===== config.mk =====
export PLATFORM = sky130hd
export DESIGN_NAME = vga_fb_writer
export DESIGN_NICKNAME = d
export VERILOG_FILES = /design/src/rtl/vga_fb_writer.sv
export SDC_FILE = /design/constraint.sdc
export NUM_CORES = 1
export LEC_CHECK = 0
export ABC_AREA = 1
export CORE_UTILIZATION = 58
export DETAILED_ROUTE_END_ITERATION = 6
export PLACE_DENSITY = 0.95
export SYNTH_ARGS = -nofsm -noshare
export SYNTH_HDL_FRONTEND = slang
export SYNTH_SLANG_ARGS = --single-unit
export TNS_END_PERCENT = 1

===== constraint.sdc =====
create_clock -name clk -period 2.4 [get_ports clk]
set_input_delay 0.48 -clock clk [delete_from_list [all_inputs] [get_ports clk]]
set_output_delay 0.48 -clock clk [all_outputs]
set_load 0.01 [all_outputs]

===== src/rtl/vga_fb_writer.sv =====
// vga_fb_writer: owns the frame RAM write port, arbitrating pixel writes against a full-frame clear.
module vga_fb_writer #(
  parameter int H_RES        = 800,
  parameter int V_RES        = 480,
  parameter int FRAME_PIXELS = 384000
) (
  input  logic        clk,
  input  logic        reset_n,
  input  logic        clear_start,
  input  logic [2:0]  clear_colour,
  input  logic        px_valid,
  input  logic [10:0] px_x,
  input  logic [10:0] px_y,
  input  logic [2:0]  px_colour,
  output logic        px_ready,
  output logic        px_err,
  output logic        busy,
  output logic        clear_done,
  output logic        ram_we,
  output logic [18:0] ram_waddr,
  output logic [2:0]  ram_d
);
  typedef enum logic {IDLE, CLEAR} state_t;
  state_t state, next_state;
  logic [18:0] counter, waddr_n, addr, y19;
  logic [2:0] colour, d_n;
  logic we_n, err_n, done_n, accept, in_range, wr_px, last;
  assign px_ready = state == IDLE && !clear_start;
  assign accept   = px_valid && px_ready;
  assign in_range = px_x < 11'(H_RES) && px_y < 11'(V_RES);
  assign wr_px    = accept && in_range;
  assign y19      = {8'd0, px_y};
  // y*800 as y*512 + y*256 + y*32
  assign addr     = (y19 << 9) + (y19 << 8) + (y19 << 5) + {8'd0, px_x};
  // counter mirrors the address currently on ram_waddr during a clear
  assign last     = counter == 19'(FRAME_PIXELS - 1);
  always_ff @(posedge clk or negedge reset_n)
    if (!reset_n) state <= IDLE;
    else state <= next_state;
  always_comb
    next_state = state == IDLE ? (clear_start ? CLEAR : IDLE) : (last ? IDLE : CLEAR);
  always_comb begin
    we_n    = state == CLEAR ? !last : clear_start || wr_px;
    waddr_n = state == CLEAR ? (last ? ram_waddr : counter + 19'd1)
            : clear_start ? 19'd0 : wr_px ? addr : ram_waddr;
    d_n     = state == CLEAR ? colour : clear_start ? clear_colour : wr_px ? px_colour : ram_d;
    err_n   = accept && !in_range;
    done_n  = state == CLEAR && last;
  end
  always_ff @(posedge clk or negedge reset_n)
    if (!reset_n) begin
      ram_we     <= 1'b0;
      ram_waddr  <= '0;
      ram_d      <= '0;
      px_err     <= 1'b0;
      clear_done <= 1'b0;
      busy       <= 1'b0;
      counter    <= '0;
      colour     <= '0;
    end else begin
      ram_we     <= we_n;
      ram_waddr  <= waddr_n;
      ram_d      <= d_n;
      px_err     <= err_n;
      clear_done <= done_n;
      busy       <= next_state == CLEAR;
      counter    <= state == CLEAR && !last ? counter + 19'd1 : '0;
      colour     <= state == IDLE && clear_start ? clear_colour : colour;
    end
endmodule

=== After elaboration in Yosys (flattened, before gate mapping) ===
Cells that the tools add are included.

* Muxes and demuxes: 12
* $add $sub $neg: 4
* Divide/modulo/power cells: 0
* Order comparisons: 2
* Equality and inequality tests: 2
* Shifts and indexed selects: 0
* Reductions and logical operators: 14
* $mul: 0
* Bitwise logic cells: 1

{| class="wikitable"
|+ Operator list
! kind !! number
|-
| $mux W19 || 5
|-
| $add A19 B1 Y19 const B || 1
|-
| $add A19 B11 Y19 || 1
|-
| $add A19 B16 Y19 || 1
|-
| $add A19 B19 Y19 || 1
|-
| $eq A19 B19 Y1 const B || 1
|-
| $lt A11 B10 Y1 const B || 1
|-
| $lt A11 B9 Y1 const B || 1
|-
| $mux W3 || 3
|-
| $logic_and A1 B1 Y1 || 8
|-
| $mux W1 || 4
|-
| $logic_not A1 Y1 || 3
|-
| $reduce_bool A3 Y1 || 1
|-
| $ne A2 B2 Y1 const B || 1
|-
| $reduce_and A2 Y1 || 1
|-
| $logic_or A1 B1 Y1 || 1
|-
| $not A1 Y1 || 1
|}

* Bits in latches: 0
* ROM bits: 0
* Bits in writable memories: 0
* Bits of input ports: 32
* Memories kept: 0
* Flip-flop bits (word level): 48
* Word-level logic and storage cells: 43

=== Longest topological paths before layout ===
Gate-level depths: netlist (run 1).

* Depth in word-level cells: 7
* Gate-level depth with buffers: 16
* Depth with buffers taken out: 16

=== Least setup slack after synthesis (run 1) ===
No wires, ideal clock.

* Path type: input -> register
* Start: input port px_x[9]
* End: register ram_waddr[11]
* Data required time: 2,284 ps
* Data arrival time: 2,658 ps
* Setup time: 116 ps
* Slack: -374 ps
* Stages on the path: 13
* Buffers on the path: 0
* Path through: inv_1 -> fa_1 -> inv_1 -> fa_1 -> ha_1 -> nand2_1 -> nand3_1 -> and2_1 -> or2_2 -> nand3_1 -> nand2_1 -> nand2_1 -> nand2_1

* Word-level cells in the longest chain between the ends: 5

{| class="wikitable"
|+ RTL lines
! element !! line !! RTL
|-
| start, declared || 12 || <nowiki>input logic [10:0] px_x,</nowiki>
|-
| parallel branches: the longest is 5 deep, another holds $add A19 B11 Y19 || - ||
|-
| end signal, assigned || 62 || <nowiki>ram_waddr <= waddr_n;</nowiki>
|-
| end, declared || 20 || <nowiki>output logic [18:0] ram_waddr,</nowiki>
|}

Parallel ways; which one is timed is not known. The select of a mux whose other input is x is not followed.
A chain may end at the register's enable or synchronous reset.

=== Worst setup path after layout (run 1) ===
* Start: input port px_x[9]
* End: register ram_waddr[13]

The elaborated chain is that of the path after synthesis.

==> out/metrics.yaml, run 1 <==
status:
  failed_checks: "DRC, setup timing"
  status: "finished, violations left"
cells_and_area:
  num-fill-cells: 305
  diodes: 0
  final_nets: 673
  area_growth_pct: 38.0
  layout-drive-gt1-share_pct: 21.8
route:
  drt_iter0_markers: 702
  routed_via_density: 6.49
  drc_errors: 21
  vias: 4386
  wl_um: 14600
  ant_nets: 0
  avgRoutedWirePerCell_um: 21.5
  drtPass1Iterations: 7
worst_hold_path:
  hp-class: "in -> async"
global_routing:
  grt_max_degree: 38
  antenna_found_initial: 0
  grt_pass1_vias: 4467
  grt_pass1_wl_um: 21800
  track_usage_pct: 45.5
  grt_overflow: 0
logic_synthesis:
  yosys-top-cells-area: "dfrtp_1, nand2_1, ha_1"
  synth_top_family_by_area: "simple AND/OR/NAND/NOR gates"
  synth_edf_count: 0
  ys_types: 31
  ys_ff_latch: 48
  synth_ff_type: "dfrtp_1"
  synthCells: 505
  ys_seq_area_share_pct: 33.5
  synth_top_cell_by_area: "dfrtp_1"
  avgSynthCellArea_um2: 7.11
  synth_compound_area_share_pct: 5.51
  synth_top_area_share_pct: 33.5
  synth_common_cells: "nand2_1, inv_1, nor2_1"
  synth-simple-area-share_pct: 33.7
  async_reset_ff_share_pct: 100
  synth_fp_nets: 578
  synth_mux_area_share_pct: 0
  synth_warnings: 0
  synth_area_um2: 3590
  synthAdderAreaFrac_pct: 16.6
  synth_most_common_cell: "nand2_1"
  synth-xor-area-share_pct: 1.71
clock_tree:
  cts_buffer_depth: 2
  root_buffer: "clkbuf_8"
  htree_levels: 2
  ctsHoldBuffers: 0
  insertion_delay_ns: 0.32
  tritoncts.num_buffers: 5
  cts_tree: "done"
  path_clk_slew_ns: 0.10
  clock-sinks: 48
power:
  power.total_uw: 2580
  p_per_area_nw_per_um2: 520
  peakVddDrop_mv: 0.323
  leakage_uw: 0.00248
timing:
  min_period_ns: 2.70
  period_share_pct: 112
  finalSetupViolations: 10
  slew_viol_final: 0
  max_clock_freq_mhz: 371
  fin_ws_ns: -0.298
  tightest_slew_ns: 0.521
  fin_worst_skew_ns: 0.00823
  hold_viol: 0
  finalSetupTns_ns: -2.07
  rsz0062_at_grt: "yes"
  slew_headroom_pct: 65.2
placed_design:
  dp_hpwl_um: 8040
  io_buffers: 58
  gp_congestion: 0.991
critical_path:
  rr_endpoint: "ram_waddr[13]"
  end_kind: "register"
  r2r-start: "counter[0]"
  path_class: "in -> reg"
  cpMostUsedCell: "nand2_1"
  cp-endpoint: "ram_waddr[13]"
  rrSetupSlack_ns: 0.14
  cp_cell_sequence: "buf_6 -> inv_2 -> fa_1 -> inv_2 -> fa_1 -> ha_4 -> nand2_2 -> nand3_2 -> and2_4 -> nand2_2 -> nand2_1 -> nand2_1 -> nand3_1 -> nand2_1 -> nand2_1 -> nand2_1"
  start_kind: "primary input"
  cp.required_ns: 2.63
  slowest_stage: "fa_1"
  max_stage_delay_ns: 0.57
  crit_fanout: 6
  cp_data_arrival_time_ns: 2.93
  crit_start: "px_x[9]"
  r2r.worst_path.cells: 10
floorplanning:
  dieWidth_um: 80.7
  pin_count: 59
  initial_core_util_pct: 60.3
  die_area_um2: 6510
  rows: 28
  core_um2: 5960
  die_y_um: 80.7
run:
  drv_cap: 0
[placed cells by master, fill, tap and decap left out, types with 2 or more instances in the layout]
cell             instances
dlygate4sd2_1            8
o21ai_1                  7
or2_4                    2
inv_2                   19
o21ai_0                  8
ha_4                    19
ha_1                    11
inv_4                    2
inv_1                   53
clkbuf_8                 5
a21oi_1                 13
clkdlybuf4s50_1         43
buf_4                   37
nand4_1                  5
fa_1                     9
nor2_2                   4
nand3b_1                 2
dfrtp_1                 48
or2_2                    2
xnor2_1                  2
nor3_1                   3
nand2_2                 11
nand3_1                 27
xor2_1                   5
a41oi_1                  2
buf_6                    5
nand2_1                159
nor2_1                  63
a21oi_2                  4
fa_2                     2
nand3_2                  8
[final cells by class]
cell class | count | area [um^2] | share of cell area (%)
well taps | 75 | 93.8 | 1.89
clock buffers | 5 | 68.8 | 1.39
clock inverters | 3 | 46.3 | 0.934
inverters | 74 | 283 | 5.71
multi-input cells | 375 | 2400 | 48.4
flip-flops and latches | 48 | 1200 | 24.2
repair buffers | 96 | 865 | 17.4
[state kept, by name, indices dropped and copies added (netlist names)]
| name | flops |
|---|---|
| counter | 19 |
| ram_we | 1 |
| colour | 3 |
| ram_d | 3 |
| clear_done | 1 |
| ram_waddr | 19 |
| busy | 1 |
| px_err | 1 |
[worst max-delay path, delay by kind of cell]
kind | cells | cell delay (ns)
adder cells (fa/ha/maj) | 3 | 1.44
AND/OR/NAND/NOR | 10 | 0.84
buffers and inverters | 3 | 0.16
[layer usage]
metal  vias up  global-route usage (%)  wire, um  part of all wire, %
met2       453                    75.9      6690                   46
li1       1757                       -         -                    -
met1      1976                    48.2      4710                   32
met5         -                       0         0                    0
met3       200                    13.0      1690                   12
met4         0                    34.8      1470                   10
[power breakdown]
| part | internal, uW | switching [uW] | total, uW |
|---|---|---|---|
| Sequential | 814 | 3.35 | 817 |
| Clock | 315 | 326 | 641 |
| Combinational | 522 | 600 | 1120 |
[worst min path at each step]
stage | startpoint | end | slack (ns) | cells after the start
finish | reset_n | counter[2] | 0.02 | 1
global route | reset_n | ram_waddr[2] | 0.05 | 1
CTS | reset_n | ram_waddr[6] | 0.05 | 1
detailed placement | reset_n | ram_waddr[2] | 0.38 | 1
global placement | reset_n | ram_waddr[2] | 0.37 | 1
floorplan | reset_n | busy | 0.18 | 0
[what timing repair did]
action,in CTS,in global routing
pin swaps,37,5
endpoints found under the setup margin,11,10
setup buffers,6,0
resized for setup,84,10
endpoints found under the hold margin,0,0
[logic make-up after synthesis]
kind of cell,count (synthesis)
AND/OR/NAND/NOR,290
buffers and inverters,82
flip-flops,48
adder cells (fa/ha/maj),41
AO/OA/AOI/OAI,37
XOR/XNOR,7
[through the flow]
stage	hold slack, ns	setup WS [ns]	utilization (%)	instance area (um^2)	std cells
floorplan	0.184	-0.245	-	3650	505
global placement	0.365	-0.825	76.1	4530	662
detailed placement	0.381	-0.997	76.1	4530	662
CTS	0.0490	-0.145	82.7	4920	676
global route	0.0478	-0.521	83.2	4950	676
finish	0.0185	-0.298	83.2	4950	676
Note: power is estimated with default switching activity, not from simulation.
==> inputs of run 2 (changes only) <==
Settings changed: TNS_END_PERCENT 1 to not set.
==> run 2 against run 1 <==
The flow still finishes with violations (DRC, setup timing); clock-buffer cell count is the same; clock skew fell by 0.0027 ns; global-route usage fell by 7.6 points; cell count shrank 0.44%; core utilization increased by 1.6 points; cell area increased by 1.9%; die area is the same; critical path type unchanged; largest cell class unchanged.
==> out/metrics.yaml, run 2 (same netlist as run 1, synthesis figures left out) <==
floorplanning:
  core_um2: 5960  # unchanged
  rows: 28  # unchanged
  die_y_um: 80.7  # unchanged
  dieWidth_um: 80.7  # unchanged
  die_area_um2: 6510  # unchanged
  initial_core_util_pct: 60.3  # unchanged
  pin_count: 59  # unchanged
route:
  wl_um: 13700  # was 14600 um
  drtPass1Iterations: 7  # unchanged
  routed_via_density: 6.37  # was 6.49
  avgRoutedWirePerCell_um: 20.4  # was 21.5 um
  drt_iter0_markers: 578  # was 702
  vias: 4284  # was 4386
  ant_nets: 0  # unchanged
  drc_errors: 18  # was 21
timing:
  hold_viol: 0  # unchanged
  finalSetupTns_ns: -2.97  # was -2.07 ns
  slew_viol_final: 0  # unchanged
  slew_headroom_pct: 68.3  # was 65.2%
  tightest_slew_ns: 0.475  # was 0.521 ns
  fin_ws_ns: -0.411  # was -0.298 ns
  period_share_pct: 117  # was 112%
  fin_worst_skew_ns: 0.00549  # was 0.00823 ns
  min_period_ns: 2.81  # was 2.70 ns
  finalSetupViolations: 10  # unchanged
  rsz0062_at_grt: "yes"  # unchanged
  max_clock_freq_mhz: 356  # was 371 MHz
global_routing:
  antenna_found_initial: 0  # unchanged
  grt_util_met3_pct: 7.05  # was 13.0%
  grt_overflow: 0  # unchanged
  grt_pass1_vias: 4037  # was 4467
  grt_use_met1_pct: 39.9  # was 48.2%
  grt_max_degree: 38  # unchanged
  grt.busiest_layer: "met2"  # unchanged
  track_usage_pct: 37.9  # was 45.5%
  grt_pass1_wl_um: 18400  # was 21800 um
  grt_util_met2_pct: 67.7  # was 75.9%
critical_path:
  path_class: "in -> reg"  # unchanged
  crit_fanout: 6  # unchanged
  rrSetupSlack_ns: 0.28  # was 0.14 ns
  rr_endpoint: "ram_waddr[16]"  # was ram_waddr[13]
  crit_start: "px_y[1]"  # was px_x[9]
  r2r.worst_path.cells: 11  # was 10
  cp-endpoint: "ram_waddr[13]"  # unchanged
  max_stage_delay_ns: 0.61  # was 0.57 ns
  cp_data_arrival_time_ns: 3.00  # was 2.93 ns
  start_kind: "primary input"  # unchanged
  slowest_stage: "fa_2"  # was fa_1
  cp.required_ns: 2.59  # was 2.63 ns
  r2r-start: "counter[0]"  # unchanged
  end_kind: "register"  # unchanged
  cpMostUsedCell: "nand2_1"  # unchanged
  cp_cell_sequence: "buf_12 -> inv_12 -> fa_1 -> inv_2 -> fa_2 -> ha_4 -> nand2_4 -> nand3_4 -> and2_4 -> nand2_2 -> nand3b_1 -> nand3_1 -> nand2_1 -> nand2_1 -> nand2_1"  # was buf_6 -> inv_2 -> fa_1 -> inv_2 -> fa_1 -> ha_4 -> nand2_2 -> nand3_2 -> and2_4 -> nand2_2 -> nand2_1 -> nand2_1 -> nand3_1 -> nand2_1 -> nand2_1 -> nand2_1
cells_and_area:
  final_cell_mix: "nand2_1, nor2_1, inv_1"  # unchanged
  num-fill-cells: 303  # was 305
  reg_top3: "counter x19, ram_waddr x19"  # unchanged
  final_nets: 673  # unchanged
  layout_commonest_cell: "nand2_1"  # unchanged
  diodes: 0  # unchanged
  multi_input_area_um2: 2510  # was 2400 um^2
  ff_latch_area_um2: 1200  # unchanged
  area_growth_pct: 40.6  # was 38.0%
  layout-drive-gt1-share_pct: 26.8  # was 21.8%
clock_tree:
  insertion_delay_ns: 0.31  # was 0.32 ns
  clock-sinks: 48  # unchanged
  root_buffer: "clkbuf_8"  # unchanged
  path_clk_slew_ns: 0.08  # was 0.10 ns
  ctsHoldBuffers: 0  # unchanged
  htree_levels: 2  # unchanged
  cts_buffer_depth: 2  # unchanged
  tritoncts.num_buffers: 5  # unchanged
  cts_tree: "done"  # unchanged
run:
  drv_cap: 0  # unchanged
power:
  p_per_area_nw_per_um2: 494  # was 520 nW/um^2
  leakage_uw: 0.00253  # was 0.00248 uW
  peakVddDrop_mv: 0.325  # was 0.323 mV
placed_design:
  gp_congestion: 0.952  # was 0.991
  io_buffers: 58  # unchanged
  pre_cts_slack_ns: -1.00  # was -0.997 ns
  dp_hpwl_um: 7460  # was 8040 um
status:
  failed_checks: "DRC, setup timing"  # unchanged
  status: "finished, violations left"  # unchanged
worst_hold_path:
  hp-class: "in -> async"  # unchanged
-- run 2: cell types whose count changed in the layout (fill, tap and decap cells not counted), sizes merged --
| cell | before | now |
|---|---|---|
| buf | 44 | 43 |
| bufinv | 1 | 0 |
| clkbuf | 6 | 7 |
| clkdlybuf4s15 | 0 | 2 |
| clkdlybuf4s50 | 43 | 41 |
| clkinvlp | 1 | 0 |
| dlygate4sd2 | 8 | 7 |
| dlymetal6s2s | 0 | 1 |
| inv | 75 | 74 |
-- run 2: report_power, final --
group | internal (uW) | total, uW | switching [uW]
combinational | 545 | 1220 | 676
sequential | 813 | 817 | 3.39
clock | 189 | 454 | 265
-- run 2: per-layer routing --
metal | part of all wire (%) | vias to the layer above
met5 | 0 | -
met4 | 8.6 | 0
met3 | 10 | 137
met2 | 48 | 404
met1 | 33 | 1988
li1 | - | 1755
-- run 2: worst min-delay path by stage --
stage,cells after the start,startpoint,to
2_1_floorplan,0,reset_n,busy
3_3_place_gp,1,reset_n,ram_waddr[2]
3_5_place_dp,1,reset_n,ram_waddr[0]
4_1_cts,1,reset_n,ram_waddr[0]
5_1_grt,1,reset_n,ram_waddr[0]
6_report,1,reset_n,ram_waddr[0]
-- run 2: worst max-delay path: cells and delay by family --
family / cells / cell delay (ns)
adder cells (fa/ha/maj): 3 / 1.47
AND/OR/NAND/NOR: 9 / 0.85
buffers and inverters: 3 / 0.19
-- run 2: area by class of cell --
cell class                 count  area share (%)
timing repair buffer          96            17.5
tap                           75            1.86
inverter                      74            5.75
clock buffer                   5            1.36
multi-input combinational    375            49.7
sequential                    48            23.8
-- run 2: through the flow --
stage	hold slack (ns)	util, %	cells	total power [uW]	cell area (um^2)
floorplan	0.184	-	505	1320	3690
global placement	0.363	76.8	662	1570	4570
detailed placement	0.371	76.8	662	1620	4570
CTS	0.0472	82.8	672	2230	4930
global route	0.0586	84.8	673	2570	5050
finish	0.0424	84.8	673	2490	5050
-- run 2: timing repair --
| item | 4_1_cts | 5_1_grt |
|---|---|---|
| buffers inserted | 5 | 2 |
| pin swaps | 36 | 33 |
| setup endpoints to repair | 11 | 10 |
| gates resized for setup | 89 | 43 |
